## config.mk

```make
export PLATFORM = sky130hd
export DESIGN_NAME = vga_sync_gen
export DESIGN_NICKNAME = d
export VERILOG_FILES = /design/src/rtl/vga_sync_gen.sv
export SDC_FILE = /design/constraint.sdc
export NUM_CORES = 1
export LEC_CHECK = 0
export ABC_CLOCK_PERIOD_IN_PS = 2300
export CAP_MARGIN = 40
export CORE_MARGIN = 2
export CORE_UTILIZATION = 47
export CTS_CLUSTER_DIAMETER = 80
export DETAILED_ROUTE_END_ITERATION = 10
export GPL_ROUTABILITY_DRIVEN = 0
export PLACE_DENSITY = 0.85
export RECOVER_POWER = 100
export SLEW_MARGIN = 20
export SYNTH_ARGS = -nofsm -noshare
export SYNTH_HDL_FRONTEND = slang
export SYNTH_SLANG_ARGS = --single-unit
```

## constraint.sdc

```tcl
create_clock -name clk_i -period 2.3 [get_ports clk_i]
set_clock_uncertainty 0.15 [all_clocks]
set_input_delay 0.46 -clock clk_i [delete_from_list [all_inputs] [get_ports clk_i]]
set_output_delay 0.46 -clock clk_i [all_outputs]
set_load 0.005 [all_outputs]
```

## src/rtl/vga_sync_gen.sv

```systemverilog
// vga_sync_gen: VGA horizontal/vertical timing generator.
// Counts pixel ticks, derived from the rising edges of vga_clk_i, into an
// h/v raster position and decodes the syncs, the visible-region flag and a
// start-of-frame pulse. All outputs are registered and update on the same
// clk_i edge as the counters.
// Optional feature: define VGA_SYNC_FRAME_CNT_EN to add the 8-bit
// frame_cnt_o output.
module vga_sync_gen #(
  parameter int H_ACTIVE = 640,
  parameter int H_FP     = 16,
  parameter int H_SYNC   = 96,
  parameter int H_BP     = 48,
  parameter int V_ACTIVE = 480,
  parameter int V_FP     = 10,
  parameter int V_SYNC   = 2,
  parameter int V_BP     = 33
) (
  input  logic       clk_i,
  input  logic       rst_i,
  input  logic       vga_clk_i,
  output logic       hsync_o,
  output logic       vsync_o,
  output logic       active_o,
  output logic [9:0] x_o,
  output logic [9:0] y_o,
  output logic       frame_start_o
`ifdef VGA_SYNC_FRAME_CNT_EN
  ,
  output logic [7:0] frame_cnt_o
`endif
);

  localparam int H_TOTAL = H_ACTIVE + H_FP + H_SYNC + H_BP;
  localparam int V_TOTAL = V_ACTIVE + V_FP + V_SYNC + V_BP;

  localparam logic [9:0] H_LAST  = 10'(H_TOTAL - 1);
  localparam logic [9:0] V_LAST  = 10'(V_TOTAL - 1);
  localparam logic [9:0] H_ACT   = 10'(H_ACTIVE);
  localparam logic [9:0] V_ACT   = 10'(V_ACTIVE);
  localparam logic [9:0] HS_BEG  = 10'(H_ACTIVE + H_FP);
  localparam logic [9:0] HS_END  = 10'(H_ACTIVE + H_FP + H_SYNC);
  localparam logic [9:0] VS_BEG  = 10'(V_ACTIVE + V_FP);
  localparam logic [9:0] VS_END  = 10'(V_ACTIVE + V_FP + V_SYNC);

  logic       vga_clk_q;
  logic       pix_tick;
  logic [9:0] h_q;
  logic [9:0] h_d;
  logic [9:0] v_q;
  logic [9:0] v_d;
  logic       hsync_q;
  logic       hsync_d;
  logic       vsync_q;
  logic       vsync_d;
  logic       active_q;
  logic       active_d;
  logic       frame_start_q;
  logic       frame_start_d;

  // Pixel tick on each vga_clk_i rising edge. vga_clk_q resets to 1 so a
  // level already high at reset release is not mistaken for an edge.
  assign pix_tick = vga_clk_i & ~vga_clk_q;

  // Next raster position: advance on a tick, wrap at end of line and frame.
  always_comb begin
    h_d = h_q;
    v_d = v_q;
    if (pix_tick) begin
      if (h_q == H_LAST) begin
        h_d = 10'd0;
        if (v_q == V_LAST) begin
          v_d = 10'd0;
        end else begin
          v_d = v_q + 10'd1;
        end
      end else begin
        h_d = h_q + 10'd1;
        v_d = v_q;
      end
    end else begin
      h_d = h_q;
      v_d = v_q;
    end
  end

  // Decode outputs from the next position so they line up with the counters.
  always_comb begin
    hsync_d       = 1'b1;
    vsync_d       = 1'b1;
    active_d      = 1'b0;
    frame_start_d = 1'b0;
    if ((h_d >= HS_BEG) && (h_d < HS_END)) begin
      hsync_d = 1'b0;
    end else begin
      hsync_d = 1'b1;
    end
    if ((v_d >= VS_BEG) && (v_d < VS_END)) begin
      vsync_d = 1'b0;
    end else begin
      vsync_d = 1'b1;
    end
    if ((h_d < H_ACT) && (v_d < V_ACT)) begin
      active_d = 1'b1;
    end else begin
      active_d = 1'b0;
    end
    if (pix_tick && (h_d == 10'd0) && (v_d == 10'd0)) begin
      frame_start_d = 1'b1;
    end else begin
      frame_start_d = 1'b0;
    end
  end

  // Counter and output registers; reset parks the raster on the last pixel
  // of the frame so the first tick lands on (0,0) and starts a frame.
  always_ff @(posedge clk_i or posedge rst_i) begin
    if (rst_i) begin
      vga_clk_q     <= 1'b1;
      h_q           <= H_LAST;
      v_q           <= V_LAST;
      hsync_q       <= 1'b1;
      vsync_q       <= 1'b1;
      active_q      <= 1'b0;
      frame_start_q <= 1'b0;
    end else begin
      vga_clk_q     <= vga_clk_i;
      h_q           <= h_d;
      v_q           <= v_d;
      hsync_q       <= hsync_d;
      vsync_q       <= vsync_d;
      active_q      <= active_d;
      frame_start_q <= frame_start_d;
    end
  end

  assign x_o           = h_q;
  assign y_o           = v_q;
  assign hsync_o       = hsync_q;
  assign vsync_o       = vsync_q;
  assign active_o      = active_q;
  assign frame_start_o = frame_start_q;

`ifdef VGA_SYNC_FRAME_CNT_EN
  logic [7:0] frame_cnt_q;

  // Frame counter steps together with the frame_start_o pulse, wrapping at 255.
  always_ff @(posedge clk_i or posedge rst_i) begin
    if (rst_i) begin
      frame_cnt_q <= 8'd0;
    end else if (frame_start_d) begin
      frame_cnt_q <= frame_cnt_q + 8'd1;
    end else begin
      frame_cnt_q <= frame_cnt_q;
    end
  end

  assign frame_cnt_o = frame_cnt_q;
`endif

endmodule

```

==> results of run 1 <==
synthesized netlist by cell type (all sizes together) (2+ instances only):
| cell | n | share of area |
|---|---|---|
| nand4 | 10 | 0.039 |
| nand4b | 2 | 0.011 |
| o31ai | 3 | 0.014 |
| clkbuf | 3 | 0.0070 |
| and4 | 2 | 0.011 |
| nor2 | 11 | 0.026 |
| ha | 3 | 0.023 |
| o21ai | 9 | 0.028 |
| inv | 9 | 0.021 |
| xnor2 | 9 | 0.049 |
| nand2 | 13 | 0.030 |
| nor3b | 3 | 0.014 |
| nand3 | 7 | 0.025 |
| and3 | 3 | 0.012 |
| dfstp | 13 | 0.21 |
| buf | 9 | 0.032 |
| or3 | 4 | 0.019 |
| a21oi | 7 | 0.022 |
| nor4 | 4 | 0.029 |
| nor3 | 4 | 0.016 |
| mux2i | 2 | 0.020 |
| dfrtp | 12 | 0.19 |
| xor2 | 5 | 0.027 |
| a31oi | 7 | 0.027 |
cell type report:
type / count / area, sq um / share of cell area
Multi-Input combinational cell: 126 / 885 / 0.393
Clock inverter: 1 / 7.51 / 0.00333
Timing Repair Buffer: 72 / 604 / 0.268
Sequential cell: 25 / 642 / 0.285
Tap cell: 46 / 57.6 / 0.0256
Clock buffer: 3 / 22.5 / 0.0100
Inverter: 9 / 33.8 / 0.0150
flip-flops by register name (all words and copies together), names as in the netlist:
name	cells
vsync_o	1
frame_start_o	1
hsync_o	1
vga_clk_q	1
x_o	10
active_o	1
y_o	10
power groups by stage:
stage	logic [mW]	registers, mW	clock network [mW]
6_report	0.582	0.572	0.223
3_5_place_dp	0.579	0.579	0
2_1_floorplan	0.275	0.609	0
5_1_grt	0.642	0.583	0.257
3_3_place_gp	0.571	0.575	0
4_1_cts	0.583	0.572	0.229
critical path: cells and delay by family (launching register included):
kind | cells | cell delay (ps)
adders and majority gates | 1 | 160
DFF | 1 | 570
buffers and inverters | 1 | 160
muxes | 1 | 170
and+or+nand+nor | 4 | 850
AOI/OAI and AO/OA | 1 | 120
worst paths after layout:
kind | end | startpoint | slack [ps]
min in group asynchronous | y_o[6] | rst_i | 810
setup / recovery | frame_start_o | x_o[0] | 40
hold reg to reg | y_o[4] | y_o[3] | 470
max in group asynchronous | x_o[6] | rst_i | 420
setup reg to reg | frame_start_o | x_o[0] | 40
hold / removal | y_o[4] | y_o[3] | 470
per-stage QoR:
| stage | cells | power (mW) | TNS, ps | utilization | worst slack (ps) |
|---|---|---|---|---|---|
| floorplan | 172 | 0.884 | 0 | - | 23.0 |
| global placement | 271 | 1.15 | -920 | 0.651 | -213 |
| detailed placement | 271 | 1.16 | -1010 | 0.651 | -284 |
| CTS | 275 | 1.38 | 0 | 0.660 | 44.4 |
| global route | 282 | 1.48 | -74.7 | 0.680 | -61.9 |
| finish | 282 | 1.38 | 0 | 0.680 | 35.4 |
repair_timing:
item	CTS	global route
buffers inserted	0	7
pin swaps	0	7
hold buffers	0	0
endpoints found under the setup margin	1	3
cloned	0	0
gates resized for setup	1	5
metal layers:
metal  global-route usage  share of wire  vias to the layer above
li1                     -              -                      762
met1                0.310           0.45                      781
met2                0.356           0.47                       72
met3               0.0288          0.063                       13
met4                0.114          0.026                        0
met5                    0              0                        -
kinds of logic (layout without fill, tap and decap cells):
group,after synthesis,after routing,synth area share
flip-flops,25,25,0.400
AO/OA/AOI/OAI,36,36,0.145
adder cells (fa/ha/maj),3,3,0.0234
XOR/XNOR,14,14,0.0763
buffers and inverters,21,85,0.0600
multiplexers,2,2,0.0202
AND/OR/NAND/NOR,71,71,0.276
==> run_results.csv, run 1 <==
group,metric,value,unit
sta,hold_violations,0,
power,power_frac_seq,0.415,
drt,via_per_inst,5.77,
sta,max_clock_freq,442,MHz
logic_synthesis,synthDistinctLibCells,50,
outcome,status,"complete, no violations",
power,ir_worst_vdd,504,uV
logic_synthesis,synthArstFlopShare,1.00,
clock_network,cts_htree_levels,1,
power,switching_power,459,uW
finish,post-route-cell-area,0.00225,sq mm
logic_synthesis,syn_avg_cell_area,9.34,sq um
power,p_int,917,uW
setup_path,crit_slowest_cell,"dfstp_2",
hold_path,hp-class,"reg -> reg",
power,swShare,0.334,
setup_path,crit_fanout,6,
global_routing,grt_max_degree,26,
setup_path,crit_path_cell_trace,"ha_1 -> and4b_1 -> buf_4 -> nand4_1 -> mux2i_1 -> o21ai_1 -> nand4_1 -> nor4_2",
die,io_pins,27,
die,die_y,62.5,um
die,core,0.00331,sq mm
clock_network,clk_pin_slew,160,ps
drt,drc_errors,0,
global_routing,antenna_found_initial,0,
clock_network,clk_latency,350,ps
finish,insertedDiodeCount,0,
sta,setup_viol,0,
global_routing,grt_overflow,0,
finish,fill_cells,262,
finish,drive_gt1_frac,0.322,
die,start_util,0.485,
drt,drt-initial-drc-count,116,
drt,dr.pass1.iters,6,
sta,relSlewSlack,0.130,
logic_synthesis,syn_inst,172,
drt,ant_nets,0,
clock_network,clockBufferDepth,2,
clock_network,clock_sinks,25,
logic_synthesis,yosysWarnings,0,
drt,routed_wl,4.37,mm
placed_design,dpl-instance-area,0.00215,sq mm
global_routing,grt_pass1_vias,1482,
setup_path,cpPeakStageDelay,570,ps
clock_network,clock-root-buffer,"clkbuf_4",
finish,final_cell_mix,"44 x buf_4, 24 x clkdlybuf4s50_1, 13 x nand2_1, 13 x dfstp_2, 12 x dfrtp_1",
sta,fin_hold_ws,469,ps
finish,area_delta_synth_final,40.2,%
logic_synthesis,syn_nets,178,
setup_path,reg2reg_depth,8,
sta,rsz0062_at_grt,"yes",
finish,final_nets,243,
setup_path,crit_arrival,2370,ps
logic_synthesis,synth-edff-count,0,
sta,tightest_slew,1310,ps
hold_path,worst_hold_path.num_cells,2,
setup_path,setup.worst_path.class,"reg -> reg",
finish,final_common_cell,"buf_4",
sta,final_max_slew_viol_count,0,
die,die_w,62.5,um
sta,period_share,0.985,
clock_network,cts_tree,"done",
drt,num_vias,1628,
die,rows,21,
power,p_leak,0.949,nW
placed_design,numPortBuffers,26,
logic_synthesis,yosys_most_used_dff,"dfstp_2",
job,cap_violations,0,
global_routing,grt_pass1_wl,6.96,mm
sta,min_period,2260,ps
setup_path,cp_common_cell,"nand4_1",
global_routing,grtUsageTotal,0.227,
logic_synthesis,synth_seq_area_share,0.400,
power,clock_power_share,0.162,
power,p_per_area,611,mW/mm^2
drt,wl_per_cell,15.5,um
power,pwr-share-comb,0.423,
placed_design,hpwl,3.00,mm
setup_path,crit_path_start_kind,"flip-flop",
setup_path,end_kind,"flip-flop",
setup_path,cp.required,2410,ps
logic_synthesis,ys_ff_latch,25,
logic_synthesis,synth_area,0.00161,sq mm
die,die_area,0.00390,sq mm
clock_network,cts_buffers,3,
Note: power is estimated with default switching activity, not from simulation.
==> inputs of run 2 (changes only) <==
ABC_CLOCK_PERIOD_IN_PS = 2750   (was 2300)
CORE_UTILIZATION = 57   (was 47)
PLACE_DENSITY = 0.95   (was 0.85)
clock period = 2.75 ns   (was 2.3 ns; I/O delays follow)
==> run_results.csv, run 2 (synthesis results as in run 1) <==
group,metric,value,unit
clock_network,cts_htree_levels,1,
clock_network,cts_tree,"done",
drt,drt-initial-drc-count,69,
clock_network,clk_pin_slew,130,ps
placed_design,numPortBuffers,26,
placed_design,hpwl,2.83,mm
drt,wl_per_cell,16.9,um
clock_network,postCtsHoldBufs,0,
clock_network,clock-root-buffer,"clkbuf_4",
setup_path,cpPeakStageDelay,610,ps
die,start_util,0.593,
drt,drc_errors,0,
finish,area_delta_synth_final,18.0,%
sta,relSlewSlack,0.122,
die,die_y,57.1,um
setup_path,end_kind,"flip-flop",
sta,max_clock_freq,403,MHz
sta,hold_violations,0,
finish,final_cell_mix,"17 x dlygate4sd3_1, 13 x nand2_1, 12 x dfrtp_1",
finish,fill_cells,227,
drt,num_vias,1446,
clock_network,clockBufferDepth,2,
finish,drive_gt1_frac,0.112,
global_routing,antenna_found_initial,0,
placed_design,dpl-instance-area,0.00189,sq mm
power,power_frac_seq,0.530,
global_routing,grt_max_degree,26,
outcome,status,"complete, no violations",
sta,final_max_slew_viol_count,0,
sta,setup_viol,0,
sta,tightest_slew,1320,ps
power,p_int,682,uW
setup_path,crit_path_cell_trace,"ha_1 -> and4b_1 -> and3_1 -> clkbuf_1 -> nand2b_2 -> o31ai_1 -> nand4b_1",
setup_path,cp.required,2850,ps
setup_path,crit_fanout,6,
power,clock_power_share,0.160,
power,switching_power,353,uW
setup_path,reg2reg_slack,270,ps
power,ir_worst_vdd,701,uV
die,die_w,57.1,um
power,pwr-share-comb,0.310,
global_routing,grt_pass1_wl,6.59,mm
die,core,0.00271,sq mm
finish,final_common_cell,"dlygate4sd3_1",
global_routing,grtUsageTotal,0.257,
finish,post-route-cell-area,0.00190,sq mm
power,swShare,0.341,
job,cap_violations,0,
sta,min_period,2480,ps
drt,via_per_inst,6.37,
finish,insertedDiodeCount,0,
setup_path,path_buf_inv,1,
die,die_area,0.00326,sq mm
sta,period_share,0.903,
setup_path,crit_arrival,2580,ps
hold_path,hp-class,"reg -> reg",
setup_path,setup.worst_path.class,"reg -> reg",
drt,routed_wl,3.84,mm
setup_path,cp_top_family,"simple AND/OR/NAND/NOR gates",
sta,rsz0062_at_grt,"no",
die,io_pins,27,
clock_network,clock_sinks,25,
finish,fin_util,0.699,
clock_network,cts_buffers,3,
finish,final_nets,203,
sta,fin_tns_setup,0,ps
power,p_leak,0.727,nW
setup_path,crit_slowest_cell,"dfstp_2",
clock_network,clk_latency,320,ps
setup_path,crit_path_start_kind,"flip-flop",
drt,ant_nets,0,
clock_network,cts_setup_buffers,0,
clock_network,cts_resized,0,
global_routing,grt_pass1_vias,1433,
die,rows,19,
global_routing,grt_overflow,0,
drt,dr.pass1.iters,4,
power,p_per_area,546,mW/mm^2
[run 2: cell types whose count changed in the layout (fill, tap and decap cells not counted), sizes merged]
cell	delta
buf	-42
clkbuf	+3
clkdlybuf4s50	-15
clkinvlp	-1
dlygate4sd3	+16
dlymetal6s2s	-1
[run 2: metrics by stage]
step | std cells | power (mW) | setup slack, ps | hold slack, ps
final | 227 | 1.04 | 266 | 387
after global routing | 227 | 1.10 | 62.9 | 417
after CTS | 227 | 1.06 | 329 | 389
after detailed placement | 223 | 0.894 | 74.4 | 369
after global placement | 223 | 0.873 | 101 | 344
after floorplan | 172 | 0.739 | 473 | 334
[run 2: metal layers]
layer  wire (um)  track usage  vias up
li1            -            -      676
met1        1570        0.327      683
met2        1920        0.435       77
met3         253       0.0317       10
met4         100        0.120        0
met5           0            0        -
[run 2: cell type report]
cell class | count | area, sq um | share of cell area
Tap cell | 31 | 38.8 | 0.0205
Clock buffer | 4 | 26.3 | 0.0139
Timing Repair Buffer | 32 | 290 | 0.153
Sequential cell | 25 | 642 | 0.339
Inverter | 9 | 33.8 | 0.0178
Multi-Input combinational cell | 126 | 865 | 0.456
[run 2: worst reg2reg max path: stages, from the launching register on]
cell      delay (ps)
dfstp_2          610
ha_1             220
and4b_1          320
and3_1           290
clkbuf_1         200
nand2b_2          80
o31ai_1          400
nand4b_1         150
[run 2: path summary, 6_finish.rpt]
path                         from       end  depth (start not counted)
hold / removal             x_o[1]    x_o[1]                          2
setup reg to reg           x_o[0]   vsync_o                          7
max in group asynchronous   rst_i    x_o[5]                          3
min in group asynchronous   rst_i  active_o                          3
hold reg to reg            x_o[1]    x_o[1]                          2
setup / recovery           x_o[0]   vsync_o                          7
[run 2: power by group through the flow]
| stage | combinational [mW] | sequential (mW) | clock [mW] |
|---|---|---|---|
| 2_1_floorplan | 0.230 | 0.509 | 0 |
| 3_3_place_gp | 0.319 | 0.554 | 0 |
| 3_5_place_dp | 0.333 | 0.560 | 0 |
| 4_1_cts | 0.335 | 0.556 | 0.170 |
| 5_1_grt | 0.356 | 0.562 | 0.186 |
| 6_report | 0.321 | 0.549 | 0.165 |
==> inputs of run 3 (changes only) <==
ABC_CLOCK_PERIOD_IN_PS = 2800   (was 2750)
CORE_UTILIZATION = 53   (was 57)
PLACE_DENSITY = 0.9   (was 0.95)
clock period = 2.8 ns   (was 2.75 ns; I/O delays follow)
==> run_results.csv, run 3 (synthesis results as in run 1) <==
group,metric,value,unit
drt,routed_wl,3.79,mm
global_routing,grt_pass1_vias,1323,
clock_network,cts_tree,"done",
global_routing,grt_max_degree,21,
finish,drive_gt1_frac,0.102,
clock_network,clk_pin_slew,140,ps
clock_network,clk_latency,310,ps
setup_path,end_kind,"flip-flop",
die,die_area,0.00349,sq mm
sta,hold_violations,0,
clock_network,cts_resized,0,
placed_design,preCtsSetupSlack,37.1,ps
clock_network,cts_setup_buffers,0,
die,die_y,59.1,um
clock_network,clock-root-buffer,"clkbuf_4",
sta,tightest_slew,739,ps
sta,relSlewSlack,0.507,
clock_network,cts_htree_levels,1,
finish,insertedDiodeCount,0,
drt,via_per_inst,6.37,
die,start_util,0.568,
sta,fin_tns_setup,0,ps
sta,final_max_slew_viol_count,0,
sta,max_clock_freq,392,MHz
sta,rsz0062_at_grt,"no",
hold_path,hp-class,"reg -> reg",
setup_path,crit_path_start_kind,"flip-flop",
placed_design,dpl-instance-area,0.00190,sq mm
clock_network,clock_sinks,25,
placed_design,dp.cells,224,
job,cap_violations,0,
die,io_pins,27,
die,die_w,59.1,um
global_routing,antenna_found_initial,0,
sta,setup_viol,0,
sta,min_period,2550,ps
sta,setup_slack,251,ps
placed_design,hpwl,2.73,mm
global_routing,grtUsageTotal,0.236,
drt,ant_nets,0,
power,ir_worst_vdd,468,uV
clock_network,cts_buffers,3,
setup_path,crit_arrival,2630,ps
die,core,0.00283,sq mm
global_routing,grt_pass1_wl,6.29,mm
clock_network,clockBufferDepth,2,
sta,fin_hold_ws,404,ps
finish,post-route-cell-area,0.00191,sq mm
sta,period_share,0.910,
setup_path,cp.required,2880,ps
placed_design,numPortBuffers,26,
setup_path,crit_fanout,8,
power,p_per_area,534,mW/mm^2
finish,final_cell_mix,"17 x dlygate4sd3_1, 13 x nand2_1, 12 x dfrtp_1",
finish,final_common_cell,"dlygate4sd3_1",
power,p_total,1.02,mW
finish,area_delta_synth_final,18.6,%
global_routing,grt_overflow,0,
finish,final_nets,204,
setup_path,setup.worst_path.class,"reg -> reg",
finish,fin_util,0.674,
die,rows,19,
drt,num_vias,1453,
drt,drc_errors,0,
drt,dr.pass1.iters,4,
finish,final_cells,228,
outcome,status,"complete, no violations",
power,p_leak,0.736,nW
drt,wl_per_cell,16.6,um
clock_network,postCtsHoldBufs,0,
drt,drt-initial-drc-count,78,
## run 3: worst max-delay path, stage by stage (launching register included)
cell,delay (ps)
dfstp_1,640
ha_1,240
and4b_1,280
clkbuf_4,160
nand3_1,260
nor2_1,290
a31o_1,190
nand4_1,110
nor4_2,150
## run 3: worst paths after layout
path / start / end / slack (ps) / cells past startpoint
max: x_o[0] / frame_start_o / 250 / 8
min: x_o[1] / x_o[1] / 400 / 2
max reg2reg: x_o[0] / frame_start_o / 250 / 8
min reg2reg: x_o[1] / x_o[1] / 400 / 2
max in group asynchronous: rst_i / vga_clk_q / 1210 / 3
min in group asynchronous: rst_i / y_o[7] / 640 / 2
## run 3: where the power goes
group          switching [mW]  total [mW]  internal [mW]  leakage (nW)
clock network           0.109       0.164         0.0556        0.0150
registers               0.104       0.536          0.432         0.294
logic                   0.139       0.317          0.178         0.427
total                   0.352        1.02          0.666         0.736
## run 3: layout make-up
class	count	area, sq um
inverters	9	33.8
clock buffers	4	26.3
flip-flops and latches	25	642
repair buffers	33	302
well taps	31	38.8
fillers	213	923
multi-input cells	126	863
## run 3: metal layers
| metal | vias to the layer above | global-route usage | share of wire |
|---|---|---|---|
| li1 | 681 | - | - |
| met1 | 702 | 0.337 | 0.42 |
| met2 | 66 | 0.368 | 0.50 |
| met3 | 4 | 0.0284 | 0.064 |
| met4 | 0 | 0.0909 | 0.010 |
| met5 | - | 0 | 0 |
